### config.mk
export PLATFORM = sky130hd
export DESIGN_NAME = mw_lmc1992
export DESIGN_NICKNAME = d
export VERILOG_FILES = /design/src/rtl/mw_lmc1992.sv
export SDC_FILE = /design/constraint.sdc
export NUM_CORES = 1
export LEC_CHECK = 0
export ABC_CLOCK_PERIOD_IN_PS = 5850
export CAP_MARGIN = 20
export CORE_MARGIN = 2
export CORE_UTILIZATION = 40
export DETAILED_ROUTE_END_ITERATION = 16
export PLACE_DENSITY = 0.6
export SLEW_MARGIN = 0
export SYNTH_ARGS = -nofsm -noshare
export SYNTH_HDL_FRONTEND = slang
export SYNTH_SLANG_ARGS = --single-unit
### constraint.sdc
create_clock -name clk32 -period 5.85 [get_ports clk32]
set_input_delay 0.8775 -clock clk32 [delete_from_list [all_inputs] [get_ports clk32]]
set_output_delay 0.8775 -clock clk32 [all_outputs]
set_load 0.01 [all_outputs]
### src/rtl/mw_lmc1992.sv
// LMC1992 microwire responder: deserialises 11-bit commands into the tone/volume
// registers and applies master x channel volume to the 8-bit DMA audio stream.
`timescale 1ns/1ps
module mw_lmc1992 #(
  parameter logic [1:0] DEV_ADDR    = 2'b10,
  parameter int         SYNC_STAGES = 2
) (
  input  logic       clk32,
  input  logic       resb,
  input  logic       mw_clk,
  input  logic       mw_data,
  input  logic       mw_en_n,
  input  logic       sample_en,
  input  logic [7:0] audio_in_l,
  input  logic [7:0] audio_in_r,
  output logic [7:0] audio_out_l,
  output logic [7:0] audio_out_r,
  output logic       out_valid,
  output logic [5:0] master_vol,
  output logic [4:0] left_vol,
  output logic [4:0] right_vol,
  output logic [3:0] bass,
  output logic [3:0] treble,
  output logic [1:0] mix,
  output logic       cmd_strobe
);

  localparam logic [0:0] ST_IDLE  = 1'b0;
  localparam logic [0:0] ST_SHIFT = 1'b1;

  logic [SYNC_STAGES-1:0] clk_sync, data_sync, en_sync;
  logic                   clk_d, en_d;
  logic                   clk_s, data_s, en_s;
  logic                   clk_rise, en_fall, en_rise;

  // NOTE: every flop is written with <= so all registers see pre-edge values,
  // making each always_ff independent of statement order.
  always_ff @(posedge clk32 or negedge resb) begin
    if (!resb) begin
      clk_sync  <= '0;
      data_sync <= '0;
      en_sync   <= '1;
      clk_d     <= 1'b0;
      en_d      <= 1'b1;
    end else begin
      clk_sync[0]  <= mw_clk;
      data_sync[0] <= mw_data;
      en_sync[0]   <= mw_en_n;
      for (int i = 1; i < SYNC_STAGES; i++) begin
        clk_sync[i]  <= clk_sync[i-1];
        data_sync[i] <= data_sync[i-1];
        en_sync[i]   <= en_sync[i-1];
      end
      clk_d <= clk_s;
      en_d  <= en_s;
    end
  end

  assign clk_s    = clk_sync[SYNC_STAGES-1];
  assign data_s   = data_sync[SYNC_STAGES-1];
  assign en_s     = en_sync[SYNC_STAGES-1];
  assign clk_rise = clk_s & ~clk_d;
  assign en_fall  = ~en_s & en_d;
  assign en_rise  = en_s & ~en_d;

  logic [0:0]  state;
  logic [10:0] sr;
  logic [4:0]  bit_cnt;

  always_ff @(posedge clk32 or negedge resb) begin
    if (!resb) begin
      state   <= ST_IDLE;
      sr      <= '0;
      bit_cnt <= '0;
    end else begin
      case (state)
        ST_IDLE: begin
          if (en_fall) begin
            state   <= ST_SHIFT;
            sr      <= '0;
            bit_cnt <= '0;
          end
        end
        default: begin
          if (en_rise) begin
            state <= ST_IDLE;
          end else if (clk_rise) begin
            // Only the newest 11 bits survive, so over-long frames keep their tail.
            sr      <= {sr[9:0], data_s};
            bit_cnt <= (bit_cnt == 5'd31) ? bit_cnt : bit_cnt + 5'd1;
          end
        end
      endcase
    end
  end

  logic [2:0] func;
  logic [5:0] data;
  logic       cmd_ok;
  logic       strobe_pend;

  assign func   = sr[8:6];
  assign data   = sr[5:0];
  assign cmd_ok = (state == ST_SHIFT) && en_rise && (bit_cnt >= 5'd11) && (sr[10:9] == DEV_ADDR);

  always_ff @(posedge clk32 or negedge resb) begin
    if (!resb) begin
      master_vol  <= 6'd40;
      left_vol    <= 5'd20;
      right_vol   <= 5'd20;
      bass        <= 4'd6;
      treble      <= 4'd6;
      mix         <= 2'b01;
      strobe_pend <= 1'b0;
      cmd_strobe  <= 1'b0;
    end else begin
      strobe_pend <= cmd_ok && (func <= 3'd5);
      cmd_strobe  <= strobe_pend;
      if (cmd_ok) begin
        case (func)
          3'd0: mix        <= data[1:0];
          3'd1: bass       <= (data[3:0] > 4'd12) ? 4'd12 : data[3:0];
          3'd2: treble     <= (data[3:0] > 4'd12) ? 4'd12 : data[3:0];
          3'd3: master_vol <= (data > 6'd40) ? 6'd40 : data;
          3'd4: right_vol  <= (data[4:0] > 5'd20) ? 5'd20 : data[4:0];
          3'd5: left_vol   <= (data[4:0] > 5'd20) ? 5'd20 : data[4:0];
          default: ;
        endcase
      end
    end
  end

  // round(256 * 10^(-k/10)); 2 dB per step, muted from step 25 onwards.
  function automatic logic [8:0] gain_lut(input logic [6:0] k);
    case (k)
      7'd0:  gain_lut = 9'd256;
      7'd1:  gain_lut = 9'd203;
      7'd2:  gain_lut = 9'd162;
      7'd3:  gain_lut = 9'd128;
      7'd4:  gain_lut = 9'd102;
      7'd5:  gain_lut = 9'd81;
      7'd6:  gain_lut = 9'd64;
      7'd7:  gain_lut = 9'd51;
      7'd8:  gain_lut = 9'd41;
      7'd9:  gain_lut = 9'd32;
      7'd10: gain_lut = 9'd26;
      7'd11: gain_lut = 9'd20;
      7'd12: gain_lut = 9'd16;
      7'd13: gain_lut = 9'd13;
      7'd14: gain_lut = 9'd10;
      7'd15: gain_lut = 9'd8;
      7'd16: gain_lut = 9'd6;
      7'd17: gain_lut = 9'd5;
      7'd18: gain_lut = 9'd4;
      7'd19: gain_lut = 9'd3;
      7'd20: gain_lut = 9'd3;
      7'd21: gain_lut = 9'd2;
      7'd22: gain_lut = 9'd2;
      7'd23: gain_lut = 9'd1;
      7'd24: gain_lut = 9'd1;
      default: gain_lut = 9'd0;
    endcase
  endfunction

  // Result is always within -128..127, so the low byte of the shift is exact;
  // flipping the MSB re-applies the +128 offset.
  function automatic logic [7:0] apply_gain(input logic signed [7:0] s, input logic [8:0] g);
    logic signed [17:0] p;
    p = 18'(s) * 18'(signed'({1'b0, g}));
    return 8'(p >>> 8) ^ 8'h80;
  endfunction

  logic [6:0]        k_l, k_r;
  logic signed [7:0] s_l, s_r;
  logic [8:0]        g_l, g_r;
  logic              v1;

  assign k_l = 7'd60 - {1'b0, master_vol} - {2'b0, left_vol};
  assign k_r = 7'd60 - {1'b0, master_vol} - {2'b0, right_vol};

  always_ff @(posedge clk32 or negedge resb) begin
    if (!resb) begin
      s_l         <= '0;
      s_r         <= '0;
      g_l         <= '0;
      g_r         <= '0;
      v1          <= 1'b0;
      audio_out_l <= 8'd128;
      audio_out_r <= 8'd128;
      out_valid   <= 1'b0;
    end else begin
      v1        <= sample_en;
      out_valid <= v1;
      if (sample_en) begin
        s_l <= $signed(audio_in_l ^ 8'h80);
        s_r <= $signed(audio_in_r ^ 8'h80);
        g_l <= gain_lut(k_l);
        g_r <= gain_lut(k_r);
      end
      if (v1) begin
        audio_out_l <= apply_gain(s_l, g_l);
        audio_out_r <= apply_gain(s_r, g_r);
      end
    end
  end

endmodule

==> out/qor.yml <==
setup_path:
  path_buf_inv: 3
  critPathMaxStageDelay_ns: 0.66
  r2r-end: "audio_out_l[4]$_DFFE_PN0P_"
  cp_max_fo: 7
  crit_type: "flip-flop to flip-flop"
  crit_path_cell_trace: "inv_1 -> nor2_1 -> fa_1 -> fa_1 -> fa_1 -> inv_1 -> fa_1 -> inv_1 -> ha_1 -> o21ai_0 -> o21ai_0 -> a21oi_1 -> or4b_2 -> nand4_1"
  critPathCaptureType: "flip-flop"
  required_ns: 6.15
  crit_path_frequent_cell: "fa_1"
  slowest_stage: "or4b_2"
  cp-startpoint: "s_l[7]$_DFFE_PN0P_"
  path_delay_family: "adder cells"
  ff2ff_path_depth: 14
  start_kind: "flip-flop"
  rr_startpoint: "s_l[7]$_DFFE_PN0P_"
  cp.arrival_ns: 4.99
  worst-r2r-setup-slack_ns: 1.16
floorplan:
  boundaryPins: 66
  core_um2: 23300
  rows: 56
  die_area_um2: 24900
  fp.dieH_um: 158
  die_width_um: 158
  initial_core_util: 0.405
clock_network:
  numCtsBuffers: 9
  clockRootBuffer: "clkbuf_16"
  cts_max_level: 3
  postCtsSetupRepairBufs: 0
  clock_latency_ns: 0.37
  clk_pin_slew_ns: 0.09
  cts_num_sinks: 105
  cts_tree: "yes"
  cts_hold_buf: 0
  post_cts_resized: 0
  clock_path_buffers: 2
synth:
  synth_ff_type: "dfrtp_1"
  ys_types: 63
  syn_inst: 967
  postSynthAreaPerCell_um2: 9.78
  yosysWarnings: 0
  synth_commonest_cells: "inv_1 (137), ha_1 (97), nand2_1 (95)"
  yosys.area.top_type: "dfrtp_1"
  synth_seq_cells: 105
  ys_seq_area_frac: 0.280
  synth_top_area_share: 0.236
  synth_edf_count: 0
  synth_most_common_cell: "inv_1"
  synth_area_um2: 9450
  async_flop_share: 1.00
  synthTopCellsByArea: "dfrtp_1 (24%), fa_1 (18%), ha_1 (13%)"
  syn-num-nets: 1170
hold_path:
  hold_depth: 0
  holdPathEnd: "clk_sync[1]$_DFF_PN0_"
  min_path_type: "flip-flop to flip-flop"
  hold_start: "clk_sync[0]$_DFF_PN0_"
routing:
  wire_per_inst_um: 14.2
  drt-initial-drc-count: 297
  drtPass1Iterations: 4
  wirelength_um: 19200
  drcViolationCount: 0
  vias_per_cell: 4.98
  vias: 6713
  final_antenna_net_count: 0
placement:
  place_inst: 1332
  dp_hpwl_um: 15000
  placed_area_um2: 10500
  io_buffers: 65
  gp_congestion: 0.838
timing:
  max_freq_mhz: 213
  finalSetupViolCount: 0
  tightest_slew_ns: 0.946
  drv_slew: 0
  finClkSkew_ns: 0.0118
  post-route-min-period_ns: 4.69
  rsz0062_at_grt: "false"
  fin_setup_tns_ns: 0
  final_hold_viol_count: 0
  slew_headroom: 0.365
  fin_crit_sh: 0.802
power:
  peakVddDrop_uv: 132
  power_uw: 1770
  leakagePower_uw: 0.00511
  power_density_nw_per_um2: 165
status:
  outcome: "completed"
cells_and_area:
  instances_no_fill: 1348
  multi_input_area_um2: 6210
  fin_area_um2: 10800
  fin_nets: 1227
  seq_area_um2: 2650
  fillCellCount: 2252
  post-route-util: 0.462
  syn_to_final_growth_pct: 13.9
  layout-drive-gt1-share: 0.0826
  antenna_cells: 0
global_routing:
  grt_max_degree: 59
  grt_pass1_vias: 6758
  grtUsageTotal: 0.168
  grt_pass1_wl_um: 33700
  overflow: 0
  antenna_found_initial: 0
job:
  cap_violations: 0
metal layers:
metal	GRT usage	vias up	part of all wire
met1	0.242	3272	0.51
met2	0.262	103	0.44
met3	0.0271	15	0.035
met4	0.0472	0	0.014
li1	-	3323	-
met5	0	-	0
where the power goes:
part	internal, uW	switching (uW)
clock network	312	337
registers	777	71.5
logic	142	134
total	1230	542
area by class of cell:
| cell class | count | area share |
|---|---|---|
| clock buffers | 9 | 0.0209 |
| clock inverters | 7 | 0.00871 |
| inverters | 138 | 0.0481 |
| multi-input cells | 701 | 0.576 |
| flip-flops and latches | 105 | 0.246 |
| well taps | 319 | 0.0371 |
| repair buffers | 69 | 0.0630 |
worst max-delay path by stage:
stage	end	slack, ns	cells after the start
5_1_grt	audio_out_l[4]$_DFFE_PN0P_	0.87	14
2_1_floorplan	audio_out_l[4]$_DFFE_PN0P_	1.49	14
3_5_place_dp	audio_out_l[4]$_DFFE_PN0P_	1.16	14
6_report	audio_out_l[4]$_DFFE_PN0P_	1.16	14
4_1_cts	audio_out_l[4]$_DFFE_PN0P_	1.13	14
3_3_place_gp	audio_out_l[4]$_DFFE_PN0P_	1.26	14
cells in the final DEF, fill, tap and decap left out, drive strengths merged, types with 3 or more instances in the layout:
cell,netlist,routed
a211oi,10,10
a21boi,3,3
a21o,4,4
a21oi,29,29
a22o,5,5
a311oi,3,3
a31oi,4,4
a41oi,3,3
and2,90,90
and3,8,8
buf,2,5
clkbuf,21,9
clkdlybuf4s50,0,64
clkinv,1,5
dfrtp,89,89
dfstp,16,16
fa,84,84
ha,97,97
inv,137,140
mux2,36,36
mux2i,5,5
nand2,95,95
nand2b,11,11
nand3,13,13
nand3b,4,4
nand4,3,3
nor2,39,39
nor2b,3,3
nor3,14,14
nor4,4,4
o21a,3,3
o21ai,44,44
o2bb2ai,7,7
o31ai,4,4
o32ai,9,9
xnor2,28,28
xor2,11,11
flip-flops by register name (all words and copies together), names as in the netlist, 4 cells and up:
| signal | flops |
|---|---|
| sr | 11 |
| g_l | 9 |
| g_r | 9 |
| treble | 4 |
| right_vol | 5 |
| audio_out_r | 8 |
| left_vol | 5 |
| bit_cnt | 5 |
| master_vol | 6 |
| s_r | 8 |
| audio_out_l | 8 |
| s_l | 8 |
| bass | 4 |
cells by family after synthesis:
family | share of synthesized area
simple gates | 0.160
xor+xnor | 0.0377
fa+ha+maj | 0.306
mux | 0.0482
compound gates | 0.104
flops | 0.280
buf+inv | 0.0641
stage by stage:
stage / worst slack [ns] / hold WS [ns]
global route: 0.873 / 0.368
floorplan: 1.49 / 0.331
CTS: 1.13 / 0.356
detailed placement: 1.16 / 0.335
finish: 1.16 / 0.354
global placement: 1.26 / 0.333
Power figures use the tool's default switching activity.
